File: config.mk
export PLATFORM = sky130hd
export DESIGN_NAME = activity_tracker_core
export DESIGN_NICKNAME = d
export VERILOG_FILES = /design/src/rtl/activity_tracker_core.sv
export SDC_FILE = /design/constraint.sdc
export NUM_CORES = 1
export LEC_CHECK = 0
export ABC_AREA = 1
export BUFFER_PORTS_ARGS = -buffer_cell sky130_fd_sc_hd__buf_4
export CAP_MARGIN = 20
export CORE_MARGIN = 3
export CORE_UTILIZATION = 60
export CTS_CLUSTER_SIZE = 20
export DETAILED_ROUTE_END_ITERATION = 7
export PLACE_DENSITY_LB_ADDON = 0.3
export SETUP_SLACK_MARGIN = 0.5
export SKIP_CTS_REPAIR_TIMING = 1
export SLEW_MARGIN = 5
export SYNTH_ARGS = -nofsm -noshare
export SYNTH_HDL_FRONTEND = slang
export SYNTH_SLANG_ARGS = --single-unit
File: constraint.sdc
create_clock -name sys_clk -period 19.4 [get_ports sys_clk]
set_input_delay 0 -clock sys_clk [delete_from_list [all_inputs] [get_ports sys_clk]]
set_output_delay 0 -clock sys_clk [all_outputs]
set_load 0.005 [all_outputs]
File: src/rtl/activity_tracker_core.sv
// activity_tracker_core: single-clock pedometer core.
// Synchronizes a raw step strobe, derives its own 1 s tick, accumulates
// step/distance/low-window/high-activity metrics and rotates them onto
// four registered BCD digits for a seven-segment driver.
module activity_tracker_core #(
    parameter int unsigned CLK_HZ              = 100_000_000,
    parameter int unsigned CNT_W               = 32,
    parameter int unsigned STEPS_PER_HALF_MILE = 1024,
    parameter int unsigned LOW_THRESH          = 32,
    parameter int unsigned WINDOW_SECS         = 9,
    parameter int unsigned HIGH_THRESH         = 64,
    parameter int unsigned MIN_RUN_SECS        = 60,
    parameter int unsigned DISP_SECS           = 2
) (
    input  logic       sys_clk,
    input  logic       reset,
    input  logic       step_in,
    input  logic       hold,
    output logic       si,
    output logic [1:0] mode,
    output logic [4:0] bcd3,
    output logic [4:0] bcd2,
    output logic [4:0] bcd1,
    output logic [4:0] bcd0,
    output logic [7:0] steps_per_sec,
    output logic       sec_tick
);
    localparam int unsigned      PW   = (CLK_HZ > 1) ? $clog2(CLK_HZ) : 1;
    localparam logic [CNT_W-1:0] CMAX = '1;

    typedef enum logic [1:0] {M_STEPS = 2'd0, M_DIST = 2'd1, M_LOW = 2'd2, M_HIGH = 2'd3} mode_e;

    logic [2:0]       sync;
    logic             step_p;
    logic [PW-1:0]    presc;
    logic [CNT_W-1:0] sec_steps, total, dist_sub, half_miles;
    logic [CNT_W-1:0] win_idx, low_cnt, run, high_time;
    logic [CNT_W-1:0] dwell, dwell_nx;
    mode_e            state, state_nx;
    logic [13:0]      src;
    logic [15:0]      dd;
    logic [4:0]       dig3, dig2, dig1, dig0;

    // Unsigned add that sticks at all-ones instead of wrapping.
    function automatic logic [CNT_W-1:0] sat_add(input logic [CNT_W-1:0] v, input logic [CNT_W-1:0] d);
        logic [CNT_W:0] s;
        s = {1'b0, v} + {1'b0, d};
        return s[CNT_W] ? CMAX : s[CNT_W-1:0];
    endfunction

    // Four digits cannot show more than 9999, so larger values pin there.
    function automatic logic [13:0] clamp(input logic [CNT_W-1:0] v);
        return (v > CNT_W'(9999)) ? 14'd9999 : 14'(v);
    endfunction

    // Shift-add-3 conversion of a value <= 9999 into four BCD nibbles.
    function automatic logic [15:0] bin2bcd(input logic [13:0] b);
        logic [15:0] d;
        d = '0;
        for (int i = 13; i >= 0; i--) begin
            for (int k = 0; k < 4; k++)
                if (d[4*k +: 4] >= 4'd5) d[4*k +: 4] = d[4*k +: 4] + 4'd3;
            d = {d[14:0], b[i]};
        end
        return d;
    endfunction

    // Two-flop synchronizer plus a history flop for rising-edge detection.
    always_ff @(posedge sys_clk or posedge reset) begin
        if (reset) sync <= '0;
        else       sync <= {sync[1:0], step_in};
    end
    assign step_p = sync[1] & ~sync[2];

    // Free-running prescaler; the last count of each second is the tick.
    assign sec_tick = (presc == PW'(CLK_HZ - 1));
    always_ff @(posedge sys_clk or posedge reset) begin
        if (reset) presc <= '0;
        else       presc <= sec_tick ? '0 : presc + 1'b1;
    end

    // Raw step counters; a step landing on the tick opens the new second.
    always_ff @(posedge sys_clk or posedge reset) begin
        if (reset) begin
            sec_steps  <= '0;
            total      <= '0;
            dist_sub   <= '0;
            half_miles <= '0;
        end else begin
            if (sec_tick)    sec_steps <= step_p ? CNT_W'(1) : '0;
            else if (step_p) sec_steps <= sat_add(sec_steps, CNT_W'(1));
            if (step_p) begin
                total <= sat_add(total, CNT_W'(1));
                if (dist_sub == CNT_W'(STEPS_PER_HALF_MILE - 1)) begin
                    dist_sub   <= '0;
                    half_miles <= sat_add(half_miles, CNT_W'(1));
                end else begin
                    dist_sub <= dist_sub + 1'b1;
                end
            end
        end
    end

    // Per-second scoring using the count of the second that just ended.
    always_ff @(posedge sys_clk or posedge reset) begin
        if (reset) begin
            steps_per_sec <= '0;
            win_idx       <= '0;
            low_cnt       <= '0;
            run           <= '0;
            high_time     <= '0;
        end else if (sec_tick) begin
            steps_per_sec <= (sec_steps > CNT_W'(255)) ? 8'hFF : 8'(sec_steps);
            if (win_idx < CNT_W'(WINDOW_SECS)) begin
                win_idx <= win_idx + 1'b1;
                if (sec_steps > CNT_W'(LOW_THRESH)) low_cnt <= low_cnt + 1'b1;
            end
            if (sec_steps >= CNT_W'(HIGH_THRESH)) begin
                run <= sat_add(run, CNT_W'(1));
                // The qualifying run is credited retroactively once it reaches the minimum.
                if (run == CNT_W'(MIN_RUN_SECS - 1))
                    high_time <= sat_add(high_time, CNT_W'(MIN_RUN_SECS));
                else if (run >= CNT_W'(MIN_RUN_SECS))
                    high_time <= sat_add(high_time, CNT_W'(1));
            end else begin
                run <= '0;
            end
        end
    end

    // Display mode and dwell registers.
    always_ff @(posedge sys_clk or posedge reset) begin
        if (reset) begin
            state <= M_STEPS;
            dwell <= '0;
        end else begin
            state <= state_nx;
            dwell <= dwell_nx;
        end
    end

    // Dwell counts unheld ticks; the DISP_SECS-th one rotates the mode.
    always_comb begin
        state_nx = state;
        dwell_nx = dwell;
        if (sec_tick && !hold) begin
            if (dwell == CNT_W'(DISP_SECS - 1)) begin
                dwell_nx = '0;
                case (state)
                    M_STEPS: state_nx = M_DIST;
                    M_DIST:  state_nx = M_LOW;
                    M_LOW:   state_nx = M_HIGH;
                    default: state_nx = M_STEPS;
                endcase
            end else begin
                dwell_nx = dwell + 1'b1;
            end
        end
    end
    assign mode = state;

    // Select the metric for the current mode and convert it to digits.
    always_comb begin
        case (state)
            M_STEPS: src = clamp(total);
            M_DIST:  src = 14'((half_miles >> 1) % CNT_W'(100));
            M_LOW:   src = clamp(low_cnt);
            default: src = clamp(high_time);
        endcase
        dd   = bin2bcd(src);
        dig3 = {1'b0, dd[15:12]};
        dig2 = {1'b0, dd[11:8]};
        dig1 = {1'b0, dd[7:4]};
        dig0 = {1'b0, dd[3:0]};
        // Distance reads as whole miles, a blank, then the half-mile digit.
        if (state == M_DIST) begin
            dig3 = {1'b0, dd[7:4]};
            dig2 = {1'b0, dd[3:0]};
            dig1 = 5'h1F;
            dig0 = half_miles[0] ? 5'd5 : 5'd0;
        end
    end

    // Registered display digits and step-overflow indicator.
    always_ff @(posedge sys_clk or posedge reset) begin
        if (reset) begin
            {bcd3, bcd2, bcd1, bcd0} <= '0;
            si <= 1'b0;
        end else begin
            {bcd3, bcd2, bcd1, bcd0} <= {dig3, dig2, dig1, dig0};
            si <= (total > CNT_W'(9999));
        end
    end
endmodule
==> impl_metrics.env, run 1 <==
export IMPL_outcome="finished, final reports clean"
export IMPL_min_delay_start="step_in"
export IMPL_die_y_um=214
export IMPL_synth_seq_area_share_pct=33.4
export IMPL_fmax_mhz=63.4
export IMPL_maxCapViolations=0
export IMPL_synth_area_per_cell_um2=7.07
export IMPL_coreArea_mm2=0.0423
export IMPL_drive_gt1_share_pct=12.8
export IMPL_pre_cts_ws_ns=3.78
export IMPL_criticalPathCategory="reg2reg"
export IMPL_p_clk_share_pct=16.5
export IMPL_clock_sinks=346
export IMPL_power_internal_mw=2.44
export IMPL_hold_class="in2reg"
export IMPL_antenna_found_initial=0
export IMPL_pin_count=36
export IMPL_p_per_area_mw_per_mm2=176
export IMPL_critPathRequiredTime_ns=19.84
export IMPL_cpMostUsedCell="nand2_2"
export IMPL_cp_end_kind="flop"
export IMPL_p_seq_share_pct=16.5
export IMPL_timing_final_hold_violations=0
export IMPL_worstPathArrival_ns=16.22
export IMPL_dpl_hpwl_mm=41.8
export IMPL_postLayoutSetupSlackWorst_ns=3.62
export IMPL_n_antenna_cell=0
export IMPL_cts_tree="yes"
export IMPL_route_detailed_drc=0
export IMPL_rsz0062_at_grt="false"
export IMPL_synth_area_mm2=0.0259
export IMPL_cts_buffers=39
export IMPL_grt_pass1_vias=21600
export IMPL_synth_warnings=0
export IMPL_ys_seq_elements=346
export IMPL_slew_viol_final=0
export IMPL_via_count=23300
export IMPL_worst_pin_slew_ns=0.983
export IMPL_syn_to_final_growth_pct=8.26
export IMPL_drt_total_wl_mm=57.2
export IMPL_combPwrFrac_pct=67.0
export IMPL_regArea_mm2=0.00866
export IMPL_multi_input_area_mm2=0.0146
export IMPL_fillers=3635
export IMPL_critPathLaunch="half_miles[28]$_DFFE_PP0P_"
export IMPL_cts_root_buf="clkbuf_16"
export IMPL_synth_area_top_cells="dfrtp_1 33%, nand2_1 11%, inv_1 7.9%"
export IMPL_critPathMaxStageDelay_ns=0.54
export IMPL_ys_dominant_reg_cell="dfrtp_1"
export IMPL_fp_row_count=75
export IMPL_start_kind="flop"
export IMPL_p_leak_nw=13.8
export IMPL_setup_tns_ns=0
export IMPL_skew_ns=0.0346
export IMPL_synth_async_reset_ratio_pct=100
export IMPL_layout_nets=3728
export IMPL_routabilityCongestion=0.889
export IMPL_fin_crit_ns=15.78
export IMPL_clockBufferDepth=3
export IMPL_ant_nets=0
export IMPL_max_slew_margin_pct=34.3
export IMPL_finalSetupViolations=0
export IMPL_die_area_mm2=0.0457
export IMPL_ys_top_cells_by_count="747 x nand2_1, 543 x inv_1, 346 x dfrtp_1"
export IMPL_grt_overflow_total=0
export IMPL_switchingPower_mw=2.49
export IMPL_synth_most_common_cell="nand2_1"
export IMPL_initial_core_util_pct=61.2
export IMPL_synth_top_area_share_pct=33.4
export IMPL_cts_max_level=2
export IMPL_synth_largest_area_cell="dfrtp_1"
export IMPL_syn_inst=3664
export IMPL_fp_dieW_um=214
export IMPL_slowest_stage="dfrtp_1"
export IMPL_reg2reg_from="half_miles[28]$_DFFE_PP0P_"
export IMPL_grt_max_degree=155
export IMPL_dr_pass1_iters=5
export IMPL_switching_share_pct=50.5
export IMPL_portBuffers=32
export IMPL_grt_total_usage_pct=25.2
export IMPL_cp_max_fo=9
export IMPL_vdd_drop_max_mv=0.448
export IMPL_synth_edf_count=0
export IMPL_clk_latency_ns=0.57
export IMPL_min_period_over_period_pct=81.3
export IMPL_synth_cell_types=83
export IMPL_wl_per_cell_um=13.4
export IMPL_clk_pin_slew_ns=0.06
export IMPL_finalPower_mw=4.94
export IMPL_grt_pass1_wl_mm=98.5
export IMPL_via_per_inst=5.45
export IMPL_drt_iter0_drc=1847
-- state kept, by name (all words and copies together) (netlist names), 4 cells and up --
register,count
total,32
win_idx,32
bcd0,4
dist_sub,32
bcd1,5
dwell,32
half_miles,32
high_time,32
low_cnt,32
bcd2,4
run,32
presc,27
steps_per_sec,8
bcd3,4
sec_steps,32
-- layout by cell type (no fill, tap or decap), types with 7 or more instances in the layout --
master and instances:
inv_1 542, nand3_2 29, nand3_1 274, nor3_1 120
nand4_2 11, nand2_4 60, a31oi_1 8, clkinv_1 7
nand2_2 151, o21ai_2 9, o22ai_1 32, clkbuf_1 9
nand3_4 8, nor2_1 319, ha_1 46, nor2_2 13
clkbuf_16 39, nand4_1 112, o21bai_1 7, nor4_1 73
or2_2 9, xor2_1 132, o211ai_1 12, inv_2 38
a21oi_1 85, bufinv_16 9, nor2_4 14, dfrtp_1 346
buf_4 43, o21ai_0 220, xnor2_1 20, nand2_1 747
o21ai_1 37
-- logic make-up after synthesis --
family,synth area share [%]
AO/OA/AOI/OAI,10.8
XOR/XNOR,5.26
adder cells (fa/ha/maj),2.22
buffers and inverters,10.2
flip-flops,33.4
multiplexers,0.0386
other,0.0145
AND/OR/NAND/NOR,38.0
-- worst max-delay path, delay by kind of cell, from the launching register on --
family	cells	cell delay, ns
simple gates	130	12.60
buf+inv	9	0.62
compound gates	5	1.00
fa+ha+maj	5	0.85
flops	1	0.54
-- cell type report --
cell class | count | area share, %
well taps | 577 | 2.57
repair buffers | 47 | 1.33
flip-flops and latches | 346 | 30.9
multi-input cells | 2651 | 52.1
clock inverters | 17 | 1.23
clock buffers | 51 | 3.75
inverters | 593 | 8.12
-- per-stage QoR --
stage	std cells	hold WS [ns]	utilization, %	area (um2)
detailed placement	4211	0.110	62.9	26600
floorplan	3666	0.0314	-	25900
CTS	4279	-0.485	66.2	28000
finish	4282	0.0845	66.3	28000
global route	4282	0.0817	66.3	28000
global placement	4211	0.112	62.9	26600
-- worst paths after layout --
| path | cells after the start | slack [ns] | end |
|---|---|---|---|
| setup / recovery | 149 | 3.62 | bcd0[2]$_DFF_PP0_ |
| hold / removal | 2 | 0.08 | sync[0]$_DFF_PP0_ |
| setup reg to reg | 149 | 3.62 | bcd0[2]$_DFF_PP0_ |
| hold reg to reg | 0 | 0.37 | sync[1]$_DFF_PP0_ |
| max in group asynchronous | 5 | 17.07 | run[20]$_DFFE_PP0P_ |
| min in group asynchronous | 3 | 0.16 | half_miles[15]$_DFFE_PP0P_ |
-- power by group through the flow --
stage               Clock [mW]  Sequential [mW]  Combinational (mW)
floorplan                    0            0.825                2.78
global placement             0            0.826                3.23
detailed placement           0            0.827                3.29
CTS                      0.825            0.814                3.32
global route             0.858            0.817                3.82
finish                   0.814            0.815                3.31
-- layer usage --
metal / global-route usage [%] / up-vias / share of wire (%)
met3: 3.57 / 71 / 4.5
met4: 5.24 / 0 / 1.5
met1: 35.1 / 10800 / 47
li1: - / 12000 / -
met5: 0 / - / 0
met2: 42.4 / 480 / 47
Note: power is estimated with default switching activity, not from simulation.
==> run 2, diff against run 1 <==
--- a/config.mk
+++ b/config.mk
@@ -5,7 +5,7 @@
 export SDC_FILE = /design/constraint.sdc
 export NUM_CORES = 1
 export LEC_CHECK = 0
-export ABC_AREA = 1
+export ABC_AREA = 0
 export BUFFER_PORTS_ARGS = -buffer_cell sky130_fd_sc_hd__buf_4
 export CAP_MARGIN = 20
 export CORE_MARGIN = 3
==> constraint.sdc (replaced) <==
create_clock -name sys_clk -period 16.2 [get_ports sys_clk]
set_input_delay 0 -clock sys_clk [delete_from_list [all_inputs] [get_ports sys_clk]]
set_output_delay 0 -clock sys_clk [all_outputs]
set_load 0.005 [all_outputs]
==> run 2 against run 1 <==
Effect of this change:
- the run now ends with negative setup slack left
- clock skew is 0.013 ns lower
- wire length is 29% higher
- area after synthesis is 0.11% lower
==> impl_metrics.env, run 2 <==
export IMPL_fin_crit_ns=18.95
export IMPL_final_common_cell="buf_4"
export IMPL_synth_area_top_cells="dfrtp_1 33%, xnor2_1 5.6%, nand2_1 4.9%"
export IMPL_cpMostUsedCell="buf_4"
export IMPL_p_clk_share_pct=35.8
export IMPL_synth_most_common_cell="dfrtp_1"
export IMPL_ant_nets=0
export IMPL_dr_pass1_iters=6
export IMPL_fp_row_count=75
export IMPL_p_seq_share_pct=38.9
export IMPL_postLayoutSetupSlackWorst_ns=-2.75
export IMPL_fmax_mhz=52.8
export IMPL_antenna_found_initial=0
export IMPL_synth_area_mm2=0.0259
export IMPL_drt_total_wl_mm=73.7
export IMPL_synth_seq_area_share_pct=33.5
export IMPL_ys_dominant_reg_cell="dfrtp_1"
export IMPL_cp_max_fo=8
export IMPL_layout_nets=3639
export IMPL_finalSetupViolations=15
export IMPL_skew_ns=0.0221
export IMPL_stdcell_area_mm2=0.0332
export IMPL_route_detailed_drc=0
export IMPL_worstPathArrival_ns=19.40
export IMPL_layout_common_cells="509 x buf_4, 345 x dfrtp_1, 327 x nand2_1"
export IMPL_cts_tree="yes"
export IMPL_clock_sinks=346
export IMPL_dpl_hpwl_mm=51.2
export IMPL_regArea_mm2=0.00866
export IMPL_fp_dieW_um=214
export IMPL_fillers=2757
export IMPL_die_y_um=214
export IMPL_worst_pin_slew_ns=1.14
export IMPL_placed_cell_area_mm2=0.0303
export IMPL_fin_cells=4156
export IMPL_critPathMaxStageDelay_ns=0.58
export IMPL_slowest_stage="or4b_4"
export IMPL_slew_viol_final=0
export IMPL_synth_warnings=0
export IMPL_n_antenna_cell=0
export IMPL_coreArea_mm2=0.0422
export IMPL_critPathBufInv=20
export IMPL_cts_max_level=2
export IMPL_grt_total_usage_pct=30.1
export IMPL_wl_per_cell_um=17.7
export IMPL_synth_top_area_share_pct=33.5
export IMPL_finalPower_mw=2.39
export IMPL_drt_iter0_drc=2509
export IMPL_multi_input_area_mm2=0.0178
export IMPL_grt_pass1_wl_mm=118
export IMPL_setup_tns_ns=-39.01
export IMPL_dp_cells=4035
export IMPL_cts_buffers=36
export IMPL_cp_end_kind="flop"
export IMPL_pin_count=36
export IMPL_p_per_area_mw_per_mm2=71.9
export IMPL_maxCapViolations=0
export IMPL_synth_largest_area_cell="dfrtp_1"
export IMPL_via_count=26300
export IMPL_switchingPower_mw=0.715
export IMPL_critPathRequiredTime_ns=16.65
export IMPL_switching_share_pct=30.0
export IMPL_criticalPathCategory="reg2reg"
export IMPL_ys_top_cells_by_count="346 x dfrtp_1, 336 x nand2_1, 308 x nor2_1"
export IMPL_routabilityCongestion=0.942
export IMPL_synth_cell_types=142
export IMPL_synth_edf_count=0
export IMPL_power_internal_mw=1.67
export IMPL_initial_core_util_pct=61.3
export IMPL_combPwrFrac_pct=25.4
export IMPL_rsz0062_at_grt="true"
export IMPL_p_leak_nw=14.8
export IMPL_max_slew_margin_pct=23.8
export IMPL_ys_seq_elements=346
export IMPL_outcome="finished, violations left"
export IMPL_syn_to_final_growth_pct=28.2
export IMPL_start_kind="flop"
export IMPL_min_period_over_period_pct=117
export IMPL_crit_family="compound AO/OA/AOI/OAI gates"
export IMPL_timing_final_hold_violations=0
export IMPL_synth_area_per_cell_um2=8.19
export IMPL_worst_hold_slack_ns=0.0823
export IMPL_vdd_drop_max_mv=0.107
export IMPL_cts_root_buf="clkbuf_16"
export IMPL_via_per_inst=6.34
export IMPL_grt_overflow_total=0
export IMPL_synth_async_reset_ratio_pct=100
export IMPL_grt_max_degree=204
export IMPL_grt_pass1_vias=25300
export IMPL_drive_gt1_share_pct=27.1
export IMPL_portBuffers=32
export IMPL_die_area_mm2=0.0457
export IMPL_clk_pin_slew_ns=0.07
export IMPL_syn_inst=3158
export IMPL_clk_latency_ns=0.54
export IMPL_clockBufferDepth=3
export IMPL_hold_class="in2async"
export IMPL_violations="negative setup slack"
==> run 2: final cells by class <==
cell class / instances / area share (%)
well taps: 539 / 2.03
clock buffers: 57 / 3.38
multi-input cells: 2526 / 53.7
clock inverters: 9 / 0.351
flip-flops and latches: 346 / 26.1
inverters: 138 / 1.60
repair buffers: 541 / 12.8
==> run 2: worst reg2reg max path: cells and delay by family (launching register included) <==
family	cells	cell delay, ns
mux	4	1.08
compound gates	42	8.59
fa+ha+maj	4	0.68
buf+inv	20	2.70
simple gates	21	4.64
flops	1	0.42
xor+xnor	5	0.72
==> run 2: logic make-up (layout without fill, tap and decap cells) <==
| group | count (synthesis) | after routing | synth area share (%) |
|---|---|---|---|
| and+or+nand+nor | 1322 | 1322 | 25.3 |
| AOI/OAI and AO/OA | 854 | 855 | 23.3 |
| DFF | 346 | 346 | 33.5 |
| buffers and inverters | 289 | 745 | 4.98 |
| xor gates and xnor gates | 235 | 235 | 8.13 |
| adders and majority gates | 56 | 56 | 2.63 |
| muxes | 55 | 55 | 2.22 |
| other | 1 | 3 | 0.0145 |
==> run 2: routing by layer <==
metal / wire length, um / up-vias / share of wire, % / global-route usage (%)
met4: 1910 / 0 / 2.6 / 8.91
li1: - / 12400 / - / -
met5: 0 / - / 0 / 0
met2: 36500 / 955 / 49 / 52.8
met3: 4020 / 203 / 5.5 / 3.01
met1: 31300 / 12800 / 42 / 39.9
==> run 2: worst paths after layout <==
path	startpoint	end	slack [ns]	depth (start not counted)
setup / recovery	half_miles[27]$_DFFE_PP0P_	bcd3[2]$_DFF_PP0_	-2.75	96
min in group sys_clk	step_in	sync[0]$_DFF_PP0_	0.11	2
setup reg to reg	half_miles[27]$_DFFE_PP0P_	bcd3[2]$_DFF_PP0_	-2.75	96
hold / removal	reset	bcd0[2]$_DFF_PP0_	0.08	3
hold reg to reg	sync[0]$_DFF_PP0_	sync[1]$_DFF_PP0_	0.36	0
max in group asynchronous	reset	dist_sub[24]$_DFFE_PP0P_	13.89	5
==> run 2: power groups by stage <==
stage / combinational (mW) / clock, mW / sequential (mW)
floorplan: 0.284 / 0 / 0.932
global placement: 0.432 / 0 / 0.939
detailed placement: 0.455 / 0 / 0.941
CTS: 0.458 / 0.864 / 0.926
global route: 0.649 / 0.897 / 0.932
finish: 0.605 / 0.853 / 0.928
==> run 2: through the flow <==
step	setup WS, ns	utilization (%)
floorplan	-1.68	-
global placement	-2.34	71.7
detailed placement	-2.85	71.7
CTS	-2.97	74.6
global route	-3.79	78.6
finish	-2.75	78.6
